**src/rtl/uart_tx_pkg.sv**
```systemverilog
// Shared constants, state encoding and helpers for the memory-mapped UART transmitter.
package uart_tx_pkg;

   localparam int MEM_ADDR_BUS = 32;
   localparam int MEM_BUS      = 32;

   // Register word indices, i.e. byte offset >> 2 (0x0, 0x4, 0x8, 0xC)
   localparam logic [1:0] UART_CTRL   = 2'd0;
   localparam logic [1:0] UART_STATUS = 2'd1;
   localparam logic [1:0] UART_TXDATA = 2'd2;
   localparam logic [1:0] UART_BAUD   = 2'd3;

   localparam logic [15:0] UART_DIV_MIN = 16'd2;

   typedef enum logic [1:0] {
      ST_IDLE  = 2'd0,
      ST_START = 2'd1,
      ST_DATA  = 2'd2,
      ST_STOP  = 2'd3
   } tx_state_t;

   function automatic logic [15:0] clamp_div(input logic [15:0] v);
      return (v < UART_DIV_MIN) ? UART_DIV_MIN : v;
   endfunction

endpackage

```
**src/rtl/uart_tx_if.sv**
```systemverilog
// Bus slave port of the UART transmitter: write strobe, address, write data, read data.
interface uart_tx_if;
   import uart_tx_pkg::*;

   logic                    we_i;
   logic [MEM_ADDR_BUS-1:0] addr_i;
   logic [MEM_BUS-1:0]      wdata_i;
   logic [MEM_BUS-1:0]      rdata_o;

   modport master (output we_i, output addr_i, output wdata_i, input rdata_o);
   modport slave  (input we_i, input addr_i, input wdata_i, output rdata_o);

endinterface

```
**src/rtl/uart_tx_sync_fifo.sv**
```systemverilog
// Single-clock FIFO; a push while full is accepted only when a pop happens in the same cycle.
module sync_fifo #(
   parameter int WIDTH = 8,
   parameter int DEPTH = 4,
   localparam int AW   = $clog2(DEPTH)
) (
   input  logic             clk,
   input  logic             rst,
   input  logic             push,
   input  logic             pop,
   input  logic [WIDTH-1:0] wdata,
   output logic [WIDTH-1:0] rdata,
   output logic             full,
   output logic             empty,
   output logic [AW:0]      level
);

   logic [WIDTH-1:0] mem_q [DEPTH];
   logic [WIDTH-1:0] mem_d [DEPTH];
   logic [AW-1:0]    wr_q, wr_d, rd_q, rd_d;
   logic [AW:0]      cnt_q, cnt_d;
   logic             do_push, do_pop;

   assign full    = (cnt_q == (AW+1)'(DEPTH));
   assign empty   = (cnt_q == '0);
   assign level   = cnt_q;
   assign rdata   = mem_q[rd_q];
   assign do_pop  = pop && !empty;
   assign do_push = push && (!full || do_pop);

   always_comb begin
      mem_d = mem_q;
      wr_d  = wr_q;
      rd_d  = rd_q;
      cnt_d = cnt_q;
      if (do_push) begin
         mem_d[wr_q] = wdata;
         wr_d        = wr_q + AW'(1);
      end
      if (do_pop) rd_d = rd_q + AW'(1);
      case ({do_push, do_pop})
         2'b10:   cnt_d = cnt_q + (AW+1)'(1);
         2'b01:   cnt_d = cnt_q - (AW+1)'(1);
         default: cnt_d = cnt_q;
      endcase
   end

   always_ff @(posedge clk or posedge rst) begin
      if (rst) begin
         mem_q <= '{default: '0};
         wr_q  <= '0;
         rd_q  <= '0;
         cnt_q <= '0;
      end else begin
         mem_q <= mem_d;
         wr_q  <= wr_d;
         rd_q  <= rd_d;
         cnt_q <= cnt_d;
      end
   end

endmodule

```
**src/rtl/uart_tx.sv**
```systemverilog
// Memory-mapped 8N1 UART transmitter: register decode, TX FIFO, baud timer and frame FSM.
//
//   state    | meaning
//   ---------+----------------------------------------------
//   ST_IDLE  | line high, waiting for tx_en and queued data
//   ST_START | start bit (line low) for one period
//   ST_DATA  | 8 data bits, LSB first, one period each
//   ST_STOP  | stop bit (line high); may pop straight into START
module uart_tx
   import uart_tx_pkg::*;
#(
   parameter int          FIFO_DEPTH = 4,
   parameter logic [15:0] DIV_RESET  = 16'd434
) (
   input  logic      clk,
   input  logic      rst,
   uart_tx_if.slave  bus,
   output logic      tx_o,
   output logic      irq_o
);

   localparam int LW = $clog2(FIFO_DEPTH) + 1;

   logic [1:0]  ctrl_q, ctrl_d;
   logic        ovf_q, ovf_d;
   logic [15:0] baud_q, baud_d;
   tx_state_t   state_q, state_d;
   logic [15:0] period_q, period_d;
   logic [15:0] cnt_q, cnt_d;
   logic [2:0]  bit_q, bit_d;
   logic [7:0]  shift_q, shift_d;
   logic        tx_q, tx_d;

   logic          push_req, pop, start_frame, tc, busy;
   logic          fifo_full, fifo_empty;
   logic [7:0]    fifo_head;
   logic [LW-1:0] fifo_level;
   logic [1:0]    sel;
   logic          unused_bits;

   assign sel         = bus.addr_i[3:2];
   assign push_req    = bus.we_i && (sel == UART_TXDATA);
   assign busy        = (state_q != ST_IDLE);
   assign tc          = (cnt_q == 16'd0);
   assign tx_o        = tx_q;
   assign irq_o       = ctrl_q[1] && fifo_empty && !busy;
   assign unused_bits = ^{bus.addr_i[MEM_ADDR_BUS-1:4], bus.addr_i[1:0],
                          bus.wdata_i[MEM_BUS-1:16]};

   sync_fifo #(.WIDTH(8), .DEPTH(FIFO_DEPTH)) u_fifo (
      .clk   (clk),
      .rst   (rst),
      .push  (push_req),
      .pop   (pop),
      .wdata (bus.wdata_i[7:0]),
      .rdata (fifo_head),
      .full  (fifo_full),
      .empty (fifo_empty),
      .level (fifo_level)
   );

   always_comb begin
      ctrl_d = ctrl_q;
      ovf_d  = ovf_q;
      baud_d = baud_q;
      if (bus.we_i) begin
         case (sel)
            UART_CTRL:   ctrl_d = bus.wdata_i[1:0];
            UART_STATUS: if (bus.wdata_i[3]) ovf_d = 1'b0;
            UART_BAUD:   baud_d = clamp_div(bus.wdata_i[15:0]);
            default:     ;
         endcase
      end
      // A simultaneous pop frees the slot, so that push is not an overflow
      if (push_req && fifo_full && !pop) ovf_d = 1'b1;
   end

   always_comb begin
      bus.rdata_o = '0;
      case (sel)
         UART_CTRL:   bus.rdata_o[1:0]  = ctrl_q;
         UART_STATUS: bus.rdata_o[8:0]  = {5'(fifo_level), ovf_q, fifo_empty, fifo_full, busy};
         UART_BAUD:   bus.rdata_o[15:0] = baud_q;
         default:     ;
      endcase
   end

   always_comb begin
      state_d     = state_q;
      period_d    = period_q;
      cnt_d       = cnt_q;
      bit_d       = bit_q;
      shift_d     = shift_q;
      start_frame = 1'b0;
      case (state_q)
         ST_IDLE: start_frame = ctrl_q[0] && !fifo_empty;
         ST_START: begin
            if (tc) begin
               state_d = ST_DATA;
               cnt_d   = period_q - 16'd1;
               bit_d   = 3'd0;
            end else cnt_d = cnt_q - 16'd1;
         end
         ST_DATA: begin
            if (tc) begin
               cnt_d   = period_q - 16'd1;
               shift_d = shift_q >> 1;
               if (bit_q == 3'd7) state_d = ST_STOP;
               else               bit_d   = bit_q + 3'd1;
            end else cnt_d = cnt_q - 16'd1;
         end
         ST_STOP: begin
            if (tc) begin
               start_frame = ctrl_q[0] && !fifo_empty;
               state_d     = ST_IDLE;
            end else cnt_d = cnt_q - 16'd1;
         end
      endcase
      // Period is latched per frame so BAUD writes never disturb a frame in flight
      if (start_frame) begin
         state_d  = ST_START;
         period_d = baud_q;
         cnt_d    = baud_q - 16'd1;
         shift_d  = fifo_head;
      end
      pop = start_frame;
      case (state_d)
         ST_START: tx_d = 1'b0;
         ST_DATA:  tx_d = shift_d[0];
         default:  tx_d = 1'b1;
      endcase
   end

   always_ff @(posedge clk or posedge rst) begin
      if (rst) begin
         ctrl_q   <= 2'b00;
         ovf_q    <= 1'b0;
         baud_q   <= DIV_RESET;
         state_q  <= ST_IDLE;
         period_q <= DIV_RESET;
         cnt_q    <= 16'd0;
         bit_q    <= 3'd0;
         shift_q  <= 8'd0;
         tx_q     <= 1'b1;
      end else begin
         ctrl_q   <= ctrl_d;
         ovf_q    <= ovf_d;
         baud_q   <= baud_d;
         state_q  <= state_d;
         period_q <= period_d;
         cnt_q    <= cnt_d;
         bit_q    <= bit_d;
         shift_q  <= shift_d;
         tx_q     <= tx_d;
      end
   end

endmodule

```
**src/flat_wrapper.sv**
```systemverilog
// flat-port wrapper written by rule: the top's interface ports become plain ports
module uart_tx_flat import uart_tx_pkg::*;
#(
   parameter int          FIFO_DEPTH = 4,
   parameter logic [15:0] DIV_RESET  = 16'd434
)
  (clk, rst, tx_o, irq_o, bus_we_i, bus_addr_i, bus_wdata_i, bus_rdata_o);
  uart_tx_if bus_i ();
  input  logic clk;
  input  logic rst;
  output logic tx_o;
  output logic irq_o;
  input wire logic [$bits(bus_i.we_i)-1:0] bus_we_i;
  input wire logic [$bits(bus_i.addr_i)-1:0] bus_addr_i;
  input wire logic [$bits(bus_i.wdata_i)-1:0] bus_wdata_i;
  output wire logic [$bits(bus_i.rdata_o)-1:0] bus_rdata_o;
  assign bus_i.we_i = bus_we_i;
  assign bus_i.addr_i = bus_addr_i;
  assign bus_i.wdata_i = bus_wdata_i;
  assign bus_rdata_o = bus_i.rdata_o;
  uart_tx #(.FIFO_DEPTH(FIFO_DEPTH), .DIV_RESET(DIV_RESET)) u_core (.clk(clk), .rst(rst), .bus(bus_i), .tx_o(tx_o), .irq_o(irq_o));
endmodule
```
**config.mk**
```make
export PLATFORM = sky130hd
export DESIGN_NAME = uart_tx_flat
export DESIGN_NICKNAME = d
export VERILOG_FILES = /design/src/rtl/uart_tx_pkg.sv /design/src/rtl/uart_tx_if.sv /design/src/rtl/uart_tx_sync_fifo.sv /design/src/rtl/uart_tx.sv /design/src/flat_wrapper.sv
export SDC_FILE = /design/constraint.sdc
export NUM_CORES = 1
export LEC_CHECK = 0
export ABC_CLOCK_PERIOD_IN_PS = 3550
export BUFFER_PORTS_ARGS = -buffer_cell sky130_fd_sc_hd__buf_2
export CELL_PAD_IN_SITES_DETAIL_PLACEMENT = 1
export CELL_PAD_IN_SITES_GLOBAL_PLACEMENT = 2
export CORE_MARGIN = 2
export CORE_UTILIZATION = 37
export CTS_CLUSTER_SIZE = 24
export DETAILED_ROUTE_END_ITERATION = 8
export PLACE_DENSITY = 0.77
export SLEW_MARGIN = 30
export SYNTH_ARGS = -nofsm -noshare
export SYNTH_HDL_FRONTEND = slang
export SYNTH_SLANG_ARGS = --single-unit
```
**constraint.sdc**
```tcl
create_clock -name clk -period 3.55 [get_ports clk]
set_clock_uncertainty 0.15 [all_clocks]
set_input_delay 0.355 -clock clk [delete_from_list [all_inputs] [get_ports clk]]
set_output_delay 0.355 -clock clk [all_outputs]
set_load 0.05 [all_outputs]
```
Word-level counts from Yosys, hierarchy flattened
Cells that the tools add are included.
- add/subtract/negate cells: 8
- order comparisons: 4
- equal/unequal tests: 16
- mux-type cells: 35
- bitwise logic cells: 2
- reductions and logical operators: 34
- operator list (operator ; number):
    16-bit 2-to-1 mux ; 4
    8-bit 2-to-1 mux ; 6
    16-bit by 1-bit subtractor with 16-bit output (second input constant) ; 3
    32-bit bitwise mux ; 1
    16-bit one-hot mux with 2 select lines ; 1
    8-bit binary-select mux with 2-bit select ; 1
    8-bit demux with 2-bit select ; 1
    16-bit zero test ; 1
    16-bit by 2-bit less-than comparator with 1-bit output (second input constant) ; 1
    2-bit nonzero test ; 8
    7-bit one-hot mux with 2 select lines ; 1
    2-bit == test (second input constant) ; 6
    2-bit one-hot mux with 3 select lines ; 2
    3-bit one-hot mux with 2 select lines ; 2
    2-bit 2-to-1 mux ; 5
    1-bit logical AND ; 9
    3-bit 2-to-1 mux ; 3
    2-bit by 1-bit == test with 1-bit output (second input constant) ; 4
    2-bit AND reduction ; 4
    7-bit 2-to-1 mux ; 1
    3-bit by 1-bit adder with 3-bit output (second input constant) ; 2
    3-bit == test (second input constant) ; 2
    3-bit >= comparator (second input constant) ; 2
    2-bit inverter with 3-bit output ; 2
    other kinds (16) ; 27
- register bits: 104
- bits of input ports: 67
- output and inout port bits: 34
- logic and storage cells: 116

Depth between registers and ports, before layout
Gate-level depths: netlist (run 1).
- depth in word-level cells: 10
- mapped depth: 15
- gate-level depth less buffers: 13

Modules after synthesis
Synthesis (run 1) repeated with hierarchy kept, for this count alone.
- cell total of the unflattened synthesis: 587
- area, all modules: 5968.2 um^2
- modules (own cells, without submodules) (module ; instances ; cells an instance ; area an instance (um^2) ; sequential area each (um^2)):
    uart_tx ; 1 ; 471 ; 4162.7 ; 1640.3
    sync_fifo ; 1 ; 116 ; 1805.5 ; 975.9

Worst setup path before layout (run 1)
OpenSTA, ideal clock, no wires.
- path type: flip-flop to flip-flop
- from: reg u_core.cnt_q[0]
- to: reg u_core.u_fifo.cnt_q[2], in the netlist u_core.u_fifo.level[2]
- library setup time: 0.079 ns
- data arrival time: 2.860 ns
- data required time: 3.321 ns
- slack: 0.461 ns
- stages on the path, launching flop included: 16
- buffers on the path: 3
- period minus slack after synthesis: 3.089 ns
- cell sequence: dfrtp_1 -> inv_1 -> ha_1 -> nor4b_4 -> and4_1 -> buf_4 -> a31oi_4 -> buf_2 -> inv_1 -> buf_2 -> ha_1 -> inv_1 -> fa_1 -> xor2_1 -> nor2_1 -> xor2_1
- cells in the longest elaborated chain, start to end: 8
- elaborated cells between the ends (all ways): 10
- those cells by class: 2 x eq/ne; 3 x mux; 5 x reduce/logical
- RTL lines (item ; line ; source):
    start: declaration ; uart_tx.sv:29 ; logic [15:0] cnt_q, cnt_d;
    start signal: assignment ; uart_tx.sv:151 ; cnt_q <= cnt_d;
    16-bit zero test * ; uart_tx.sv:44 ; assign tc = (cnt_q == 16'd0);
    1-bit 2-to-1 mux * ; uart_tx.sv:113 ; if (tc) begin
    1-bit one-hot mux with 2 select lines * ; uart_tx.sv:95 ; case (state_q)
    1-bit logical AND * ; uart_tx_sync_fifo.sv:28 ; assign do_pop = pop && !empty;
    net u_core.u_fifo.do_pop ; uart_tx_sync_fifo.sv:22 ; logic do_push, do_pop;
    1-bit logical OR ; uart_tx_sync_fifo.sv:29 ; assign do_push = push && (!full || do_pop);
    1-bit logical AND ; uart_tx_sync_fifo.sv:29 ;
    2-bit by 1-bit == test with 1-bit output / 2-bit == test (equally long branches) ; uart_tx_sync_fifo.sv:41 ; case ({do_push, do_pop})
    3-bit one-hot mux with 2 select lines / 2-bit nonzero test (equally long branches) ; - ;
    end signal: assignment ; uart_tx_sync_fifo.sv:58 ; cnt_q <= cnt_d;
    end: declaration ; uart_tx_sync_fifo.sv:21 ; logic [AW:0] cnt_q, cnt_d;
Mark *: on every way through the listed nets, which the timed path passes. The rest lies on a longest branch.
A chain may end at the register's enable or synchronous reset.

Worst setup path after layout (run 1)
- from: reg u_core.u_fifo.cnt_q[2], in the netlist u_core.u_fifo.level[2]
- to: reg u_core.u_fifo.cnt_q[2], in the netlist u_core.u_fifo.level[2]
- cells in the longest elaborated chain, start to end: 10
- elaborated cells between the ends (all ways): 16
- those cells by class: 2 x add/sub; 3 x eq/ne; 3 x mux; 8 x reduce/logical
- RTL lines (item ; line ; source):
    3-bit zero test ; uart_tx_sync_fifo.sv:25 ; assign empty = (cnt_q == '0);
    1-bit zero test ; uart_tx_sync_fifo.sv:28, uart_tx.sv:96, uart_tx.sv:114 ;
    1-bit logical AND ; uart_tx.sv:96, uart_tx.sv:114 ;
    1-bit 2-to-1 mux ; uart_tx.sv:113 ;
    1-bit one-hot mux with 2 select lines ; uart_tx.sv:95 ;
    1-bit logical AND ; uart_tx_sync_fifo.sv:28 ;
    1-bit logical OR ; uart_tx_sync_fifo.sv:29 ;
    1-bit logical AND ; uart_tx_sync_fifo.sv:29 ;
    2-bit by 1-bit == test with 1-bit output / 2-bit == test (equally long branches) ; uart_tx_sync_fifo.sv:41 ;
    3-bit one-hot mux with 2 select lines / 2-bit nonzero test (equally long branches) ; - ;
Several ways; a longest one is shown, not always the timed one.

==> reports/summary.md, run 1 <==
The run gives 313.9 MHz as the highest clock frequency the design can meet. Largest fanout on the critical path: 8. The run gives 45.56% as the headroom to the max-slew limit. The min-delay analysis places its worst path in the category in -> async. After clock tree synthesis, the repair step resized 0 gates. The initialized floorplan defines 47 standard-cell rows. The actual slew at the worst max-slew pin works out to 0.8127 ns. Overall power consumption after layout is estimated at 5.490 mW. During I/O placement, the number of pins put on the boundary was 101. TritonCTS built the clock tree. The run finished, with violations left.

The floorplan die height was 133.7 microns; the fraction of final layout cells with drive strength greater than 1 was 23.64%. The initial antenna violation count came out at 0. Share of the clock period used by the worst path after layout: 89.74%. Most frequent standard cell in the layout excluding fill and tap cells: sky130_fd_sc_hd__dfrtp_1. The worst path in the final design needs a cycle of 3.186 ns, including I/O delays and setup.

The H-tree level count is 3. The count of endpoints failing hold in the final timing report came out at 50. The synthesized design contains 104 register bits. Measured along the x axis, the die boundary spans 133.7 microns. In the synthesized netlist the async set-or-reset flop fraction comes to 100.0%. Final-layout worst hold slack: -0.03112 ns. After detailed routing, the average wire length per cell comes to 18.80 microns. In this run the post-CTS setup repair buffer count came out at 0. The checks that failed: negative hold slack. The hold buffer count at cts was 0; the via count of the first global-routing pass was 4732. The total congestion overflow after global routing was 0; the placed instance count was 830. In the layout the commonest cells are sky130_fd_sc_hd__dfrtp_1, sky130_fd_sc_hd__nand2_1, sky130_fd_sc_hd__buf_2, sky130_fd_sc_hd__nor2_1, sky130_fd_sc_hd__mux2_4. The non-filler instance count after layout was 846; the clock slew seen by the registers of the worst setup and hold paths was 0.07 ns. During synthesis, Yosys emitted a total of 0 warnings. Mean instance size in the synthesized netlist: 10.54 sq um.

The tool flagged a number of max-cap violations equal to 0. The routed design has 15.91 mm of wire. The tools report the setup TNS as 0 ns. The critical path capture point type was a flop.

In this run, distinct cell masters in the synthesized netlist total 65. Data on the critical path is required at its endpoint by 3.68 ns. After floorplanning, the core was sized to cover 16520 sq um. Setup repair after global routing left no endpoint under its margin. The finished cells cover 6844 sq um. After detailed routing, the number of remaining DRC violations is 0. The CTS root buffer is sky130_fd_sc_hd__clkbuf_16. The total routing usage reported by global routing is 18.89%. Clock latency on the worst-skew pair, taken at its later pin, is 0.36 ns. The placed instance area came out at 6553 sq um. The number of DRC markers after the initial detailed-route iteration was 230. The largest vdd supply drop was 0.0003500 V. Buffers placed on the I/O ports in this run total 38. The setup path with the least slack is of type reg -> reg. The last weighted congestion value of the routability-driven placer is 0.8089, and the first-pass GRT wire length is 26.34 mm. For this run, the detailed router's first-pass iteration total came to 4.

The repair_antennas step left the layout with diodes totalling 0. The final count of negative-setup-slack endpoints was 0. The tree built by TritonCTS fans out to 104 sinks. The count of nets left with antenna violations once routing finished came out at 0. The layout net count is 704, and the cell area after technology mapping is 6228 sq um. The final-report max-slew violation count is 0, and the starting density of the core is 37.69%. Registers take 2616 sq um. Counting every instance in the synthesized netlist gives 591.

The number of enable-type register cells in the synthesized netlist works out to 0. The logs give 9 for the number of CTS-inserted buffers and 1840 for the number of fillers in the final layout. The maximum number of buffers from clock root to sink was 2; the pin count of the biggest net entering global routing was 55. Footprint of the multi-input gates: 3268 sq um. STA classifies the critical path startpoint as a flop. The die covers 17890 sq um. Once detailed placement completed, the half-perimeter wirelength came to 11.80 mm. For this run, the leading register cell type out of synthesis is sky130_fd_sc_hd__dfrtp_1. The analysis attributes to cell leakage a power of 3.113 nW.

In this run the power density over the cells is 802.2 nW/um^2. For the worst setup path, the data arrival time is 3.31 ns. Portion of the post-synthesis area used by sequential elements: 42.00%.

The routed via count came out at 4416. The mean number of vias per cell is 5.220. The area growth from synthesis to layout is 9.883%.
-- power breakdown --
part,switching [mW],total [mW],internal (mW)
logic,1.17,2.24,1.07
registers,0.567,2.27,1.70
clock network,0.487,0.983,0.497
total,2.22,5.49,3.27
-- sequential cells by signal (all words and copies together) (netlist names) --
name                 flops
u_core.baud_q           16
u_core.u_fifo.wr_q       2
u_core.tx_o              1
u_core.state_q           2
u_core.u_fifo.mem_q     32
u_core.bit_q             3
u_core.period_q         16
u_core.ctrl_q            2
u_core.u_fifo.rd_q       2
u_core.ovf_q             1
u_core.cnt_q            16
u_core.u_fifo.level      3
u_core.shift_q           8
-- cells in the mapped netlist, drive strengths merged, types with 4 or more instances --
master | count | area (sq um)
nor2b | 7 | 43.79
ha | 15 | 187.7
a22o | 10 | 87.58
nor2 | 35 | 131.4
xor2 | 17 | 148.9
buf | 33 | 261.5
nor3 | 18 | 90.09
and2 | 4 | 35.03
nand2 | 74 | 277.8
or3 | 5 | 36.28
dfstp | 11 | 289.0
clkbuf | 15 | 56.30
mux2 | 42 | 593.1
and3 | 10 | 62.56
or4 | 9 | 75.07
xnor2 | 17 | 148.9
a21o | 4 | 30.03
nor4 | 12 | 138.9
a21oi | 26 | 130.1
nand3 | 8 | 40.04
nand3b | 5 | 37.54
a31oi | 8 | 80.08
inv | 22 | 82.58
mux4 | 8 | 180.2
mux2i | 17 | 170.2
o21ai | 21 | 105.1
o22ai | 4 | 25.02
dfrtp | 93 | 2327
-- path summary, 6_finish.rpt --
check,from,end,slack (ns),cells after the start
max reg2reg,u_core.u_fifo.level[2],u_core.u_fifo.level[2],0.36,11
min,rst,u_core.baud_q[14],-0.03,2
min in group clk,bus_wdata_i[8],u_core.baud_q[8],0.10,2
max,u_core.u_fifo.level[2],u_core.u_fifo.level[2],0.36,11
min reg2reg,u_core.period_q[8],u_core.period_q[8],0.33,2
max in group asynchronous,rst,u_core.tx_o,2.50,3
-- worst max-delay path, cell delays in order (launching register included) --
cell                      delay, ns
sky130_fd_sc_hd__dfrtp_1       0.47
sky130_fd_sc_hd__nor3_1        0.57
sky130_fd_sc_hd__nor3_1        0.23
sky130_fd_sc_hd__a31oi_4       0.31
sky130_fd_sc_hd__a31oi_4       0.19
sky130_fd_sc_hd__inv_1         0.11
sky130_fd_sc_hd__ha_1          0.19
sky130_fd_sc_hd__inv_1         0.06
sky130_fd_sc_hd__fa_1          0.37
sky130_fd_sc_hd__xor2_1        0.15
sky130_fd_sc_hd__nor2_1        0.14
sky130_fd_sc_hd__xor2_1        0.16
-- per-layer routing --
metal  global-route usage, %  up-vias  wire length [microns]  part of all wire (%)
met2                   30.26       67                   7506                    47
met1                   26.58     2212                   7760                    49
met3                   1.941       15                    385                   2.4
met5                       0        -                      0                     0
met4                   6.915        0                    254                   1.6
li1                        -     2122                      -                     -
-- final cells by class --
class	instances	area share [%]
multi-input combinational	432	47.75
sequential	104	38.23
timing repair buffer	52	4.497
tap	220	4.022
clock buffer	10	3.346
inverter	22	1.243
clock inverter	6	0.9141
-- cell families (layout without fill, tap and decap cells) --
kind of cell / after synthesis / after routing / share of synthesized area, %
xor+xnor: 34 / 34 / 4.781
compound gates: 99 / 99 / 10.81
flops: 104 / 104 / 42.00
fa+ha+maj: 16 / 16 / 3.335
mux: 67 / 67 / 15.15
other cells: 1 / 16 / 0.06021
buf+inv: 70 / 90 / 6.428
simple gates: 200 / 200 / 17.44
-- metrics by stage --
stage	hold slack [ns]	setup WS (ns)	utilization [%]
floorplan	0.2983	0.3310	-
global placement	0.3230	0.4914	39.65
detailed placement	0.3223	0.3580	39.65
CTS	0.001086	0.3443	41.42
global route	0.02667	0.1557	41.42
finish	-0.03112	0.3642	41.42
No activity file was read; power rests on OpenSTA's default activity.
==> run 2, diff against run 1 <==
--- a/config.mk
+++ b/config.mk
@@ -5,15 +5,16 @@
 export SDC_FILE = /design/constraint.sdc
 export NUM_CORES = 1
 export LEC_CHECK = 0
+export ABC_AREA = 1
 export ABC_CLOCK_PERIOD_IN_PS = 3550
 export BUFFER_PORTS_ARGS = -buffer_cell sky130_fd_sc_hd__buf_2
 export CELL_PAD_IN_SITES_DETAIL_PLACEMENT = 1
 export CELL_PAD_IN_SITES_GLOBAL_PLACEMENT = 2
 export CORE_MARGIN = 2
-export CORE_UTILIZATION = 37
+export CORE_UTILIZATION = 32
 export CTS_CLUSTER_SIZE = 24
 export DETAILED_ROUTE_END_ITERATION = 8
-export PLACE_DENSITY = 0.77
+export PLACE_DENSITY = 0.76
 export SLEW_MARGIN = 30
 export SYNTH_ARGS = -nofsm -noshare
 export SYNTH_HDL_FRONTEND = slang
==> run 2 against run 1 <==
  * The flow now finishes without violations
  * Critical path depth up 3
  * Setup slack better by 0.21 ns
  * Total power is 1.6% higher
  * Area after synthesis increased by 0.92%
  * Die area rose by 16%
  * Clock power increased by 5%
  * Final cell count up 37%
  * Final area grew 2.4%
  * First-iteration DRC count decreased by 0.87%
  * Maximum frequency increased by 7.0%
  * Critical endpoint unchanged
  * Highest routed layer unchanged
==> reports/summary.md, run 2 <==
The worst setup path is launched from a flop. Wires add up to 18.42 mm. The run gives 20780 sq um as the die area. The most frequent standard cell in the layout excluding fill and tap cells is sky130_fd_sc_hd__nand2_1. The synthesized design contains 0 enable-type register cells.

The via count of the first global-routing pass was 5617. The number of search-and-repair iterations in the first detailed-routing pass was 4. CTS placed an instance of sky130_fd_sc_hd__clkbuf_16 at the clock tree root. Relative to the synthesized area, the layout overhead comes to 11.48%. Sequential elements use 41.62% of the synthesized area. The largest vdd supply drop came out at 0.0002998 V.

For the minimum setup slack in the final design, the log shows 0.5718 ns. The run finished with clean final reports. The headroom to the max-slew limit was 55.63%.

The floorplan step set the die width to 144.2 microns. TritonCTS built the clock tree. In the synthesized netlist the dominant register cell turns out to be sky130_fd_sc_hd__dfrtp_1. By area the synthesized netlist is led by sky130_fd_sc_hd__dfrtp_1, sky130_fd_sc_hd__nand2_1, sky130_fd_sc_hd__nor2_1. The number of flip-flops under the largest register name is 32, and the pin count of the biggest net entering global routing is 58.

Among all cell types in the netlist, the one instantiated most often is sky130_fd_sc_hd__nand2_1. The analysis attributes to cell leakage a power of 3.402 nW. In the finished design, the share of the clock period the worst path needs comes to 83.89%. For the worst setup path, the data arrival time is 3.07 ns. Per report_power, the clock group accounts for 18.4% of the total.

The H-tree was split into 3 levels. After synthesis the netlist holds a flip-flop and latch count of 104. Ranked by flip-flop count, first place goes to u_core.u_fifo.mem_q. The clock latency on the worst-skew pair came out at 0.36 ns. For the warning count from the yosys run, the log shows 0. Ranked by instance count, the synthesized netlist is headed by sky130_fd_sc_hd__nand2_1, sky130_fd_sc_hd__nor2_1, sky130_fd_sc_hd__dfrtp_1.

The top cell types in the final layout, fill and taps aside, are sky130_fd_sc_hd__nand2_1, sky130_fd_sc_hd__nor2_1, sky130_fd_sc_hd__dfrtp_1, sky130_fd_sc_hd__inv_1, sky130_fd_sc_hd__o21ai_0. Summed over all nets, the switching power comes to 2.565 mW. The tools report the number of cell rows as 51. The power share of the combinational group is 44.1%, and the layout net count is 972. The average wire per standard cell was 15.89 microns; the critical path required time was 3.64 ns. Clock-pin slew was measured on the worst setup and hold paths at 0.07 ns. The number of diodes added for antenna fixing was 0.

The count of unresolved DRC violations after routing came out at 0. In this run the worst hold path is classified as in -> reg. The clock passes through at most 2 buffers. Timing analysis after detailed placement gives a worst setup slack of 0.5438 ns. In this run, flip-flops and latches consume 37.4% of the power. In this run, placement finished with an instance count of 1142. The run gives 0 as the total congestion overflow after global routing.

The top cell type by area accounts for 37.02% of the synthesized area. The tools report the critical path capture point type as a flop. Final-report max-slew violation count: 0. Mean instance size in the synthesized netlist: 7.326 sq um. Summing internal, switching and leakage power gives 5.579 mW. The highest clock frequency the design can meet is 335.8 MHz, and the minimum period implied by the final worst setup slack is 2.978 ns.

The number of CTS-inserted buffers was 9; the largest fanout on the critical path was 26. The routed via count came out at 5570. The number of library cell types mapped by synthesis is 42. sky130_fd_sc_hd__dfrtp_1 takes more of the synthesized area than any other cell.

The actual slew at the worst max-slew pin works out to 0.6595 ns. The count of nets left with antenna violations once routing finished came out at 0. For the final-layout worst hold slack, the log shows 0.07233 ns.

The count of endpoints failing hold in the final timing report is 0. Dividing the detail-routed via count by the number of cells gives 4.806. The congestion estimate from routability-driven global placement came to 0.7854. With fillers left out, the area of the finished cells amounts to 7008 sq um. The run gives 0 as the initial antenna violation count. Cell internal power was estimated by the tool at 3.014 mW. In this run switching power makes up 45.98% of total power.

The total of buffers placed on input and output ports is 38. Clock tree synthesis found a total of 104 sinks. The tools report the starting density of the core as 32.40%. The first global-routing pass estimated 30.42 mm of wire.

The count of cells in the finished layout, fillers not included, comes to 1159. In this run the power density over the cells is 796.1 nW/um^2. The post-route netlist has 11.19% of its cells at a drive strength greater than 1. The run gives 858 as the number of instances in the synthesized netlist.

Of all flip-flops after synthesis, the portion carrying an async set or reset was 100.0%. Measured on the finished design, the core utilization comes to 36.13%. Global routing used 18.93% of the available tracks across all layers.

Setup violations remaining at the end of the flow were counted as 0. For the cell area after technology mapping, the log shows 6286 sq um. Max-cap violations in this run came to 0.

The number of DRC markers after the initial detailed-route iteration was 228; the floorplan die height was 144.2 microns. Detailed placement ended at an HPWL of 13.56 mm. After floorplanning, the core was sized to cover 19400 sq um.

Setup repair after global routing left no endpoint under its margin. In this run the register-to-register setup slack is 0.57 ns. Setup total negative slack on the finished layout was measured at 0 ns. The placed instances occupy a cell area of 6694 sq um. The critical path is of the reg -> reg type. 101 I/O pins were placed.
==> run 2: final timing paths <==
path                                            to               startpoint  cells after the start
max                         u_core.u_fifo.level[2]          u_core.cnt_q[0]                     14
min                              u_core.baud_q[11]          bus_wdata_i[11]                      3
max reg2reg                 u_core.u_fifo.level[2]          u_core.cnt_q[0]                     14
min reg2reg                u_core.u_fifo.mem_q[10]  u_core.u_fifo.mem_q[10]                      2
max in group asynchronous              u_core.tx_o                      rst                      4
min in group asynchronous        u_core.baud_q[15]                      rst                      3
==> run 2: metal layers <==
metal / global-route usage [%] / wire length [microns] / up-vias
li1: - / - / 2815
met1: 28.28 / 9784 / 2675
met2: 28.77 / 7973 / 66
met3: 1.722 / 347 / 14
met4: 6.285 / 313 / 0
met5: 0 / 0 / -
==> run 2: logic make-up after synthesis <==
logic type,synth area share (%)
and+or+nand+nor,33.28
buffers and inverters,8.817
AOI/OAI and AO/OA,8.877
DFF,41.62
xor gates and xnor gates,4.041
adders and majority gates,3.304
other,0.05966
==> run 2: power groups by stage <==
| stage | sequential [mW] | clock (mW) | combinational (mW) |
|---|---|---|---|
| global route | 2.16 | 1.10 | 2.83 |
| detailed placement | 2.11 | 0 | 2.47 |
| floorplan | 1.97 | 0 | 1.91 |
| CTS | 2.09 | 1.06 | 2.49 |
| global placement | 2.09 | 0 | 2.43 |
| finish | 2.09 | 1.03 | 2.46 |
==> run 2: timing repair <==
| item | in CTS | in global routing |
|---|---|---|
| buffers inserted | 0 | 0 |
| hold buffers | 1 | 0 |
| hold endpoints to repair | 40 | 0 |
| endpoints found under the setup margin | 0 | 0 |
| resized for setup | 0 | 0 |
==> run 2: area by class of cell <==
| type | instances | area, sq um |
|---|---|---|
| Timing Repair Buffer | 48 | 280.3 |
| Inverter | 79 | 299.0 |
| Tap cell | 265 | 331.6 |
| Clock buffer | 13 | 280.3 |
| Clock inverter | 3 | 23.77 |
| Fill cell | 2473 | 12390 |
| Sequential cell | 104 | 2616 |
| Multi-Input combinational cell | 647 | 3177 |
==> run 2: worst max-delay path, cell delays in order, from the launching register on <==
cell,delay (ns)
sky130_fd_sc_hd__dfrtp_1,0.36
sky130_fd_sc_hd__inv_1,0.12
sky130_fd_sc_hd__ha_1,0.23
sky130_fd_sc_hd__nand2_2,0.12
sky130_fd_sc_hd__nor2_4,0.23
sky130_fd_sc_hd__nand4_2,0.16
sky130_fd_sc_hd__nand2_4,0.17
sky130_fd_sc_hd__nand2_4,0.21
sky130_fd_sc_hd__inv_2,0.11
sky130_fd_sc_hd__ha_1,0.14
sky130_fd_sc_hd__inv_1,0.07
sky130_fd_sc_hd__fa_1,0.39
sky130_fd_sc_hd__a21oi_1,0.15
sky130_fd_sc_hd__o21ai_0,0.11
sky130_fd_sc_hd__xor2_1,0.15
